[config.mk]
export PLATFORM = sky130hd
export DESIGN_NAME = fifo_reader_flat
export DESIGN_NICKNAME = d
export VERILOG_FILES = /design/src/rtl/fifo_reader_if.sv /design/src/rtl/fifo_reader.sv /design/src/flat_wrapper.sv
export SDC_FILE = /design/constraint.sdc
export NUM_CORES = 1
export LEC_CHECK = 0
export ABC_AREA = 1
export CORE_MARGIN = 4
export CORE_UTILIZATION = 40
export CTS_BUF_LIST = sky130_fd_sc_hd__clkbuf_4 sky130_fd_sc_hd__clkbuf_8
export DETAILED_ROUTE_END_ITERATION = 10
export GPL_TIMING_DRIVEN = 0
export PLACE_DENSITY_LB_ADDON = 0.05
export SLEW_MARGIN = 20
export SYNTH_ARGS = -nofsm -noshare
export SYNTH_HDL_FRONTEND = slang
export SYNTH_SLANG_ARGS = --single-unit
[constraint.sdc]
create_clock -name clk -period 2.5 [get_ports clk]
set_clock_uncertainty 0.15 [all_clocks]
set_input_delay 0.375 -clock clk [delete_from_list [all_inputs] [get_ports clk]]
set_output_delay 0.375 -clock clk [all_outputs]
set_load 0.1 [all_outputs]
[src/rtl/fifo_reader_if.sv]
// fifo_reader_if: upstream FIFO read port, downstream valid/ready output, flush and status.
interface fifo_reader_if #(
    parameter int WORD_SIZE = 32,
    parameter int CNT_WIDTH = 16
);
    logic                 fifo_empty;
    logic [WORD_SIZE-1:0] fifo_data;
    logic                 fifo_rd_en;
    logic                 out_valid;
    logic                 out_ready;
    logic [WORD_SIZE-1:0] out_data;
    logic                 flush;
    logic [CNT_WIDTH-1:0] pop_count;
    logic                 busy;
    modport master (
        input  fifo_empty, fifo_data, out_ready, flush,
        output fifo_rd_en, out_valid, out_data, pop_count, busy
    );
    modport slave (
        output fifo_empty, fifo_data, out_ready, flush,
        input  fifo_rd_en, out_valid, out_data, pop_count, busy
    );
endinterface

[src/rtl/fifo_reader.sv]
// fifo_reader: pops a 1-cycle-latency upstream FIFO into a 2-entry in-order valid/ready output buffer.
module fifo_reader #(
    parameter int WORD_SIZE = 32,
    parameter int CNT_WIDTH = 16
) (
    input logic             clk,
    input logic             rst,
    fifo_reader_if.master   bus
);
    typedef enum logic [1:0] {EMPTY, ONE, TWO} occ_e;
    occ_e                 occ_q, occ_d;
    logic                 inflight_q, inflight_d;
    logic [WORD_SIZE-1:0] head_q, head_d, tail_q, tail_d;
    logic [CNT_WIDTH-1:0] cnt_q, cnt_d;
    logic                 rd_en, capture, handshake;
    // Occupancy plus the in-flight read may never exceed two words.
    assign rd_en     = !rst && !bus.flush && !bus.fifo_empty &&
                       ((occ_q == EMPTY) || (occ_q == ONE && !inflight_q));
    assign capture   = inflight_q && !bus.flush;
    assign handshake = (occ_q != EMPTY) && bus.out_ready;
    always_comb begin
        occ_d      = occ_q;
        head_d     = head_q;
        tail_d     = tail_q;
        inflight_d = rd_en;
        cnt_d      = cnt_q + CNT_WIDTH'(handshake && !bus.flush);
        case (occ_q)
            EMPTY: begin
                head_d = capture ? bus.fifo_data : head_q;
                occ_d  = capture ? ONE : EMPTY;
            end
            ONE: begin
                head_d = (capture && handshake) ? bus.fifo_data : head_q;
                tail_d = (capture && !handshake) ? bus.fifo_data : tail_q;
                occ_d  = (capture == handshake) ? ONE : (capture ? TWO : EMPTY);
            end
            TWO: begin
                head_d = handshake ? tail_q : head_q;
                tail_d = (capture && handshake) ? bus.fifo_data : tail_q;
                occ_d  = (handshake && !capture) ? ONE : TWO;
            end
            default: occ_d = EMPTY;
        endcase
        if (bus.flush) begin
            occ_d      = EMPTY;
            inflight_d = 1'b0;
        end
    end
    always_ff @(posedge clk) begin
        if (rst) begin
            occ_q      <= EMPTY;
            inflight_q <= 1'b0;
            head_q     <= '0;
            tail_q     <= '0;
            cnt_q      <= '0;
        end else begin
            occ_q      <= occ_d;
            inflight_q <= inflight_d;
            head_q     <= head_d;
            tail_q     <= tail_d;
            cnt_q      <= cnt_d;
        end
    end
    assign bus.fifo_rd_en = rd_en;
    assign bus.out_valid  = occ_q != EMPTY;
    assign bus.out_data   = head_q;
    assign bus.pop_count  = cnt_q;
    assign bus.busy       = (occ_q != EMPTY) || inflight_q;
endmodule

[src/flat_wrapper.sv]
// flat-port wrapper written by rule: the top's interface ports become plain ports
module fifo_reader_flat 
#(
    parameter int WORD_SIZE = 32,
    parameter int CNT_WIDTH = 16
)
  (clk, rst, bus_fifo_empty, bus_fifo_data, bus_out_ready, bus_flush, bus_fifo_rd_en, bus_out_valid, bus_out_data, bus_pop_count, bus_busy);
  fifo_reader_if #(.WORD_SIZE(WORD_SIZE), .CNT_WIDTH(CNT_WIDTH)) bus_i ();
  input logic clk;
  input logic rst;
  input wire logic [$bits(bus_i.fifo_empty)-1:0] bus_fifo_empty;
  input wire logic [$bits(bus_i.fifo_data)-1:0] bus_fifo_data;
  input wire logic [$bits(bus_i.out_ready)-1:0] bus_out_ready;
  input wire logic [$bits(bus_i.flush)-1:0] bus_flush;
  output wire logic [$bits(bus_i.fifo_rd_en)-1:0] bus_fifo_rd_en;
  output wire logic [$bits(bus_i.out_valid)-1:0] bus_out_valid;
  output wire logic [$bits(bus_i.out_data)-1:0] bus_out_data;
  output wire logic [$bits(bus_i.pop_count)-1:0] bus_pop_count;
  output wire logic [$bits(bus_i.busy)-1:0] bus_busy;
  assign bus_i.fifo_empty = bus_fifo_empty;
  assign bus_i.fifo_data = bus_fifo_data;
  assign bus_i.out_ready = bus_out_ready;
  assign bus_i.flush = bus_flush;
  assign bus_fifo_rd_en = bus_i.fifo_rd_en;
  assign bus_out_valid = bus_i.out_valid;
  assign bus_out_data = bus_i.out_data;
  assign bus_pop_count = bus_i.pop_count;
  assign bus_busy = bus_i.busy;
  fifo_reader #(.WORD_SIZE(WORD_SIZE), .CNT_WIDTH(CNT_WIDTH)) u_core (.clk(clk), .rst(rst), .bus(bus_i));
endmodule
==> results.yml, run 1 <==
synthesis:
  synth_cells: 676
  synthesis.area_sq_um: 4250
  ys_seq_area_share_pct: 39.1
  synth_top_area_share_pct: 39.1
  yosys_warnings: 0
  syn_nets: 720
  ys_seq_elements: 83
  synthTopCellsByArea: "dfxtp_1 (39%), nor2_1 (14%), nand2_1 (12%), inv_1 (9.7%), nand3_1 (5.2%)"
  synth_area_per_cell_sq_um: 6.28
  synth.distinct_cells: 24
  synth_top_area_cell: "dfxtp_1"
global_route:
  grt_pass1_wl_um: 19100
  track_usage_pct: 18.3
  grt_max_degree: 14
  overflow: 0
  antenna_found_initial: 0
  grt_pass1_vias: 4105
drt:
  wl_um: 11400
  wl_per_cell_um: 12.5
  vias: 4346
  ant_nets: 0
  drtPass1Iterations: 4
  post_drt_via_cell_ratio: 4.75
  first_iter_violations: 226
  drc: 0
min_path:
  min_path_type: "in -> reg"
  min_from: "rst"
  min_delay_worst_endpoint: "u_core.bus.pop_count[7]"
  whs_path_depth: 2
timing:
  holdWs_ns: 0.284
  hold_viol_final: 0
  slew_headroom_pct: 34.1
  worst_pin_slew_ns: 0.986
  clock.fmax_ghz: 0.409
  setup_viol: 0
  period_share_pct: 97.9
  post-route-min-period_ns: 2.45
  drv_slew: 0
floorplanning:
  core_sq_um: 10300
  initial_core_util_pct: 41.1
  rows: 37
  dieWidth_um: 111
  fp.dieH_um: 111
  die_area_sq_um: 12300
  pin_count: 88
finish:
  nNetsFinal: 819
  layout_common_cells: "nor2_1 (154), nand2_1 (132), inv_1 (110), dfxtp_1 (81), clkdlybuf4s50_1 (75)"
  diodes: 0
  fillers: 1068
  drive_gt1_share_pct: 8.73
  syn_to_final_growth_pct: 30.3
  regArea_sq_um: 1660
  multi_input_area_sq_um: 1980
  layout_commonest_cell: "nor2_1"
run:
  maxCapViolations: 0
place:
  place_congestion: 0.782
  port_buffers: 86
  post-dp-hpwl_um: 8100
critical_path:
  cp.arrival_ns: 1.92
  crit_path_end_kind: "output port"
  cp_max_fo: 5
  path_cells: "clkdlybuf4s50_1"
  worst-endpoint-required_ns: 1.98
  reg2reg_from: "u_core.occ_q[0]"
  cp_num_buf_inv: 1
  r2r_slack_ns: 0.18
  r2r_end: "u_core.bus.pop_count[10]"
  r2r_cells: 12
  worst-setup-path-type: "reg -> out"
  start_kind: "flip-flop"
  critPathTopFamily: "buffers and inverters"
  critPathSlowestCell: "clkdlybuf4s50_1"
  cp_slowest_stage_delay_ns: 1.16
power_and_ir_drop:
  powerDensity_nw_per_um2: 515
  power_mw: 2.85
  vdd_drop_max_uv: 332
  power.leakage_nw: 2.60
cts:
  clk_path_buf_depth: 2
  clk_latency_ns: 0.35
  htreeDepth: 3
  root_buffer: "clkbuf_8"
  tritoncts: "yes"
  path_clk_slew_ns: 0.09
  clkSinkCount: 83
  numCtsBuffers: 9
status:
  run_status: "completed"
[cell type report]
cell class	count	area share (%)
Buffer	38	3.41
Tap cell	136	3.07
Clock buffer	11	2.51
Timing Repair Buffer	88	16.0
Inverter	120	8.18
Sequential cell	83	30.1
Clock inverter	4	0.950
Multi-Input combinational cell	435	35.8
[Yosys cell counts (all sizes together)]
cell and n:
nor2 157, nand2 138, inv 120, dfxtp 83, nand3 45, a21oi 40, nand4 35, buf 30
clkbuf 8, ha 7, nor3 4, o21ai 4, nor4 2, a31oi 1, o21a 1, xor2 1
[how the worst max path moves through the flow]
stage,cells after the start,startpoint,to,slack (ns)
after floorplan,12,u_core.occ_q[0],u_core.bus.pop_count[14],0.05
after global placement,3,bus_flush,bus_fifo_rd_en,-0.48
after detailed placement,3,bus_flush,bus_fifo_rd_en,-0.50
after CTS,1,u_core.bus.pop_count[9],bus_pop_count[9],0.01
after global routing,13,u_core.occ_q[0],u_core.bus.pop_count[14],-0.02
final,1,u_core.bus.pop_count[8],bus_pop_count[8],0.05
[layer usage]
layer / up-vias / global-route usage, % / share of wire [%]
met2: 79 / 31.8 / 48
met3: 11 / 3.49 / 3.9
met1: 1993 / 23.0 / 47
met4: 0 / 5.52 / 1.1
li1: 2263 / - / -
met5: - / 0 / 0
[cells by family (layout without fill, tap and decap cells)]
| family | after synthesis | count (layout) | share of synthesized area (%) |
|---|---|---|---|
| flops | 83 | 83 | 39.1 |
| compound gates | 46 | 46 | 5.51 |
| xor+xnor | 1 | 1 | 0.206 |
| simple gates | 381 | 381 | 38.1 |
| buf+inv | 158 | 261 | 15.1 |
| fa+ha+maj | 7 | 7 | 2.06 |
[timing repair]
item,in CTS,in global routing
endpoints found under the setup margin,6,10
pin swaps,0,1
setup buffers,0,2
gates resized for setup,14,12
hold buffers,0,0
[state kept, by name, indices dropped and copies added, names as in the netlist]
| register | count |
|---|---|
| u_core.bus.pop_count | 16 |
| u_core.inflight_q | 1 |
| u_core.tail_q | 32 |
| u_core.bus.out_data | 32 |
| u_core.occ_q | 2 |
[per-stage QoR]
stage | util, % | worst slack (ns) | TNS (ns) | std cells | instance area, sq um
floorplan | - | 0.0539 | 0 | 676 | 4270
global placement | 51.3 | -0.483 | -0.580 | 898 | 5300
detailed placement | 51.3 | -0.501 | -0.657 | 898 | 5300
CTS | 53.2 | 0.0143 | 0 | 913 | 5490
global route | 53.6 | -0.0226 | -0.0226 | 915 | 5530
finish | 53.6 | 0.0525 | 0 | 915 | 5530
[power by group]
part,switching [mW],internal (mW),total (mW)
logic,0.346,0.158,0.504
clock network,0.491,0.479,0.970
registers,0.0174,1.36,1.37
total,0.855,1.99,2.85
Power figures use the tool's default switching activity.
==> inputs of run 2 (changes only) <==
--- a/config.mk
+++ b/config.mk
@@ -13,2 +13,3 @@
 export GPL_TIMING_DRIVEN = 0
+export HOLD_SLACK_MARGIN = 0.06
 export PLACE_DENSITY_LB_ADDON = 0.05
==> constraint.sdc (replaced) <==
create_clock -name clk -period 2.5 [get_ports clk]
set_clock_uncertainty 0.15 [all_clocks]
set_input_delay 0.75 -clock clk [delete_from_list [all_inputs] [get_ports clk]]
set_output_delay 0.75 -clock clk [all_outputs]
set_load 0.1 [all_outputs]
==> run 2 against run 1 <==
Worst hold slack better by 0.034 ns. Die area stayed put. Flip-flop and latch count did not move. Largest cell class unchanged.
==> results.yml, run 2 (synthesis results as in run 1) <==
power_and_ir_drop:
  powerDensity_nw_per_um2: 527
  vdd_drop_max_uv: 306
  power.leakage_nw: 2.66
min_path:
  whs_path_depth: 2
  min_delay_worst_endpoint: "u_core.bus.out_data[31]"
  min_from: "u_core.bus.out_data[31]"
  min_path_type: "reg -> reg"
finish:
  layout_common_cells: "nor2_1 (154), nand2_1 (132), inv_1 (109), dfxtp_1 (83), nand3_1 (43)"
  final_core_util_pct: 54.4
  nNetsFinal: 822
  drive_gt1_share_pct: 11.4
  syn_to_final_growth_pct: 32.2
  layoutNonFillerInstCount: 919
  layout_commonest_cell: "nor2_1"
  diodes: 0
global_route:
  grt_pass1_vias: 4229
  track_usage_pct: 18.8
  antenna_found_initial: 0
  grt_pass1_wl_um: 19600
  overflow: 0
  grt_max_degree: 15
cts:
  htreeDepth: 3
  tritoncts: "yes"
  root_buffer: "clkbuf_8"
  ctsHoldBuffers: 0
  clkSinkCount: 83
  clk_path_buf_depth: 2
  numCtsBuffers: 9
  clk_latency_ns: 0.35
  path_clk_slew_ns: 0.09
critical_path:
  cp_num_buf_inv: 1
  worst-setup-path-type: "reg -> out"
  r2r_cells: 13
  path_cells: "dlygate4sd2_1"
  r2r_slack_ns: 0.23
  critPathTopFamily: "buffers and inverters"
  cp_slowest_stage_delay_ns: 0.86
  start_kind: "flip-flop"
  reg2reg_from: "u_core.occ_q[0]"
  critPathSlowestCell: "dlygate4sd2_1"
  crit_path_end_kind: "output port"
  r2r_end: "u_core.bus.pop_count[12]"
  cp.arrival_ns: 1.56
  worst-endpoint-required_ns: 1.60
  cp_max_fo: 2
drt:
  wl_per_cell_um: 12.7
  wl_met2_um: 5470
  wl_um: 11600
  first_iter_violations: 241
  drc: 0
  ant_nets: 0
  dr.max_layer_used: "met4"
  wl_met3_um: 591
  post_drt_via_cell_ratio: 4.78
  wl_met1_um: 5470
  drtPass1Iterations: 4
  vias: 4392
floorplanning:
  die_area_sq_um: 12300
  pin_count: 88
  fp.dieH_um: 111
  rows: 37
  initial_core_util_pct: 41.1
  dieWidth_um: 111
  core_sq_um: 10300
timing:
  worst_pin_slew_ns: 0.966
  slew_headroom_pct: 35.9
  clock.fmax_ghz: 0.407
  hold_viol_final: 0
  drv_slew: 0
  post-route-min-period_ns: 2.46
  setup_viol: 0
  period_share_pct: 98.3
place:
  port_buffers: 86
  place_congestion: 0.830
  dp_cells: 898
  post-dp-hpwl_um: 8240
run:
  maxCapViolations: 0
status:
  run_status: "completed"
[run 2: worst reg2reg max path, stage by stage, from the launching register on]
cell	delay, ns
dfxtp_1	0.41
inv_1	0.11
ha_4	0.21
inv_4	0.06
nand2_2	0.09
nor2_4	0.10
ha_2	0.18
ha_2	0.18
nand2_2	0.10
nor3_4	0.24
buf_4	0.16
nand4_1	0.06
nand2_1	0.07
nor2_1	0.04
[run 2: repair_timing]
action	in CTS	in global routing
buffers inserted	3	2
gates resized for setup	98	27
setup endpoints to repair	54	21
pin swaps	1	3
[run 2: metal layers]
metal  GRT usage (%)  up-vias
met5               0        -
met4            6.08        0
met3            3.98       12
met2            31.0       88
met1            24.5     2030
li1                -     2262
[run 2: final cells by class]
type                       instances  area, sq um
sequential                        83         1660
clock buffer                      10          131
clock inverter                     6         90.1
fill                            1063         4710
inverter                         120          453
buffer                            38          210
multi-input combinational        435         2020
tap                              136          170
timing repair buffer              91          876
[run 2: worst max path at each step]
| stage | start | to | slack, ns | cells past startpoint |
|---|---|---|---|---|
| floorplan | rst | bus_fifo_rd_en | -0.33 | 2 |
| finish | u_core.bus.out_data[16] | bus_out_data[16] | 0.04 | 1 |
| global route | u_core.bus.pop_count[15] | bus_pop_count[15] | -0.006 | 1 |
| detailed placement | bus_flush | bus_fifo_rd_en | -1.20 | 3 |
| global placement | bus_flush | bus_fifo_rd_en | -1.18 | 3 |
| CTS | u_core.bus.pop_count[0] | bus_pop_count[0] | 0.007 | 1 |
[run 2: metrics by stage]
stage          TNS, ns  hold slack [ns]  area, sq um  setup WS (ns)  total power [mW]
2_1_floorplan   -0.332            0.337         4290         -0.332              1.76
3_3_place_gp    -13.70            0.298         5320          -1.18              1.91
3_5_place_dp    -15.37            0.307         5320          -1.20              1.91
4_1_cts              0            0.324         5540        0.00678              2.98
5_1_grt        -0.0308            0.356         5620       -0.00624              3.09
6_report             0            0.318         5620         0.0424              2.96
[run 2: power breakdown]
group          switching, mW  leakage [nW]  internal, mW
Clock                  0.516         0.110         0.576
Sequential            0.0166         0.672          1.36
Combinational          0.348          1.88         0.147
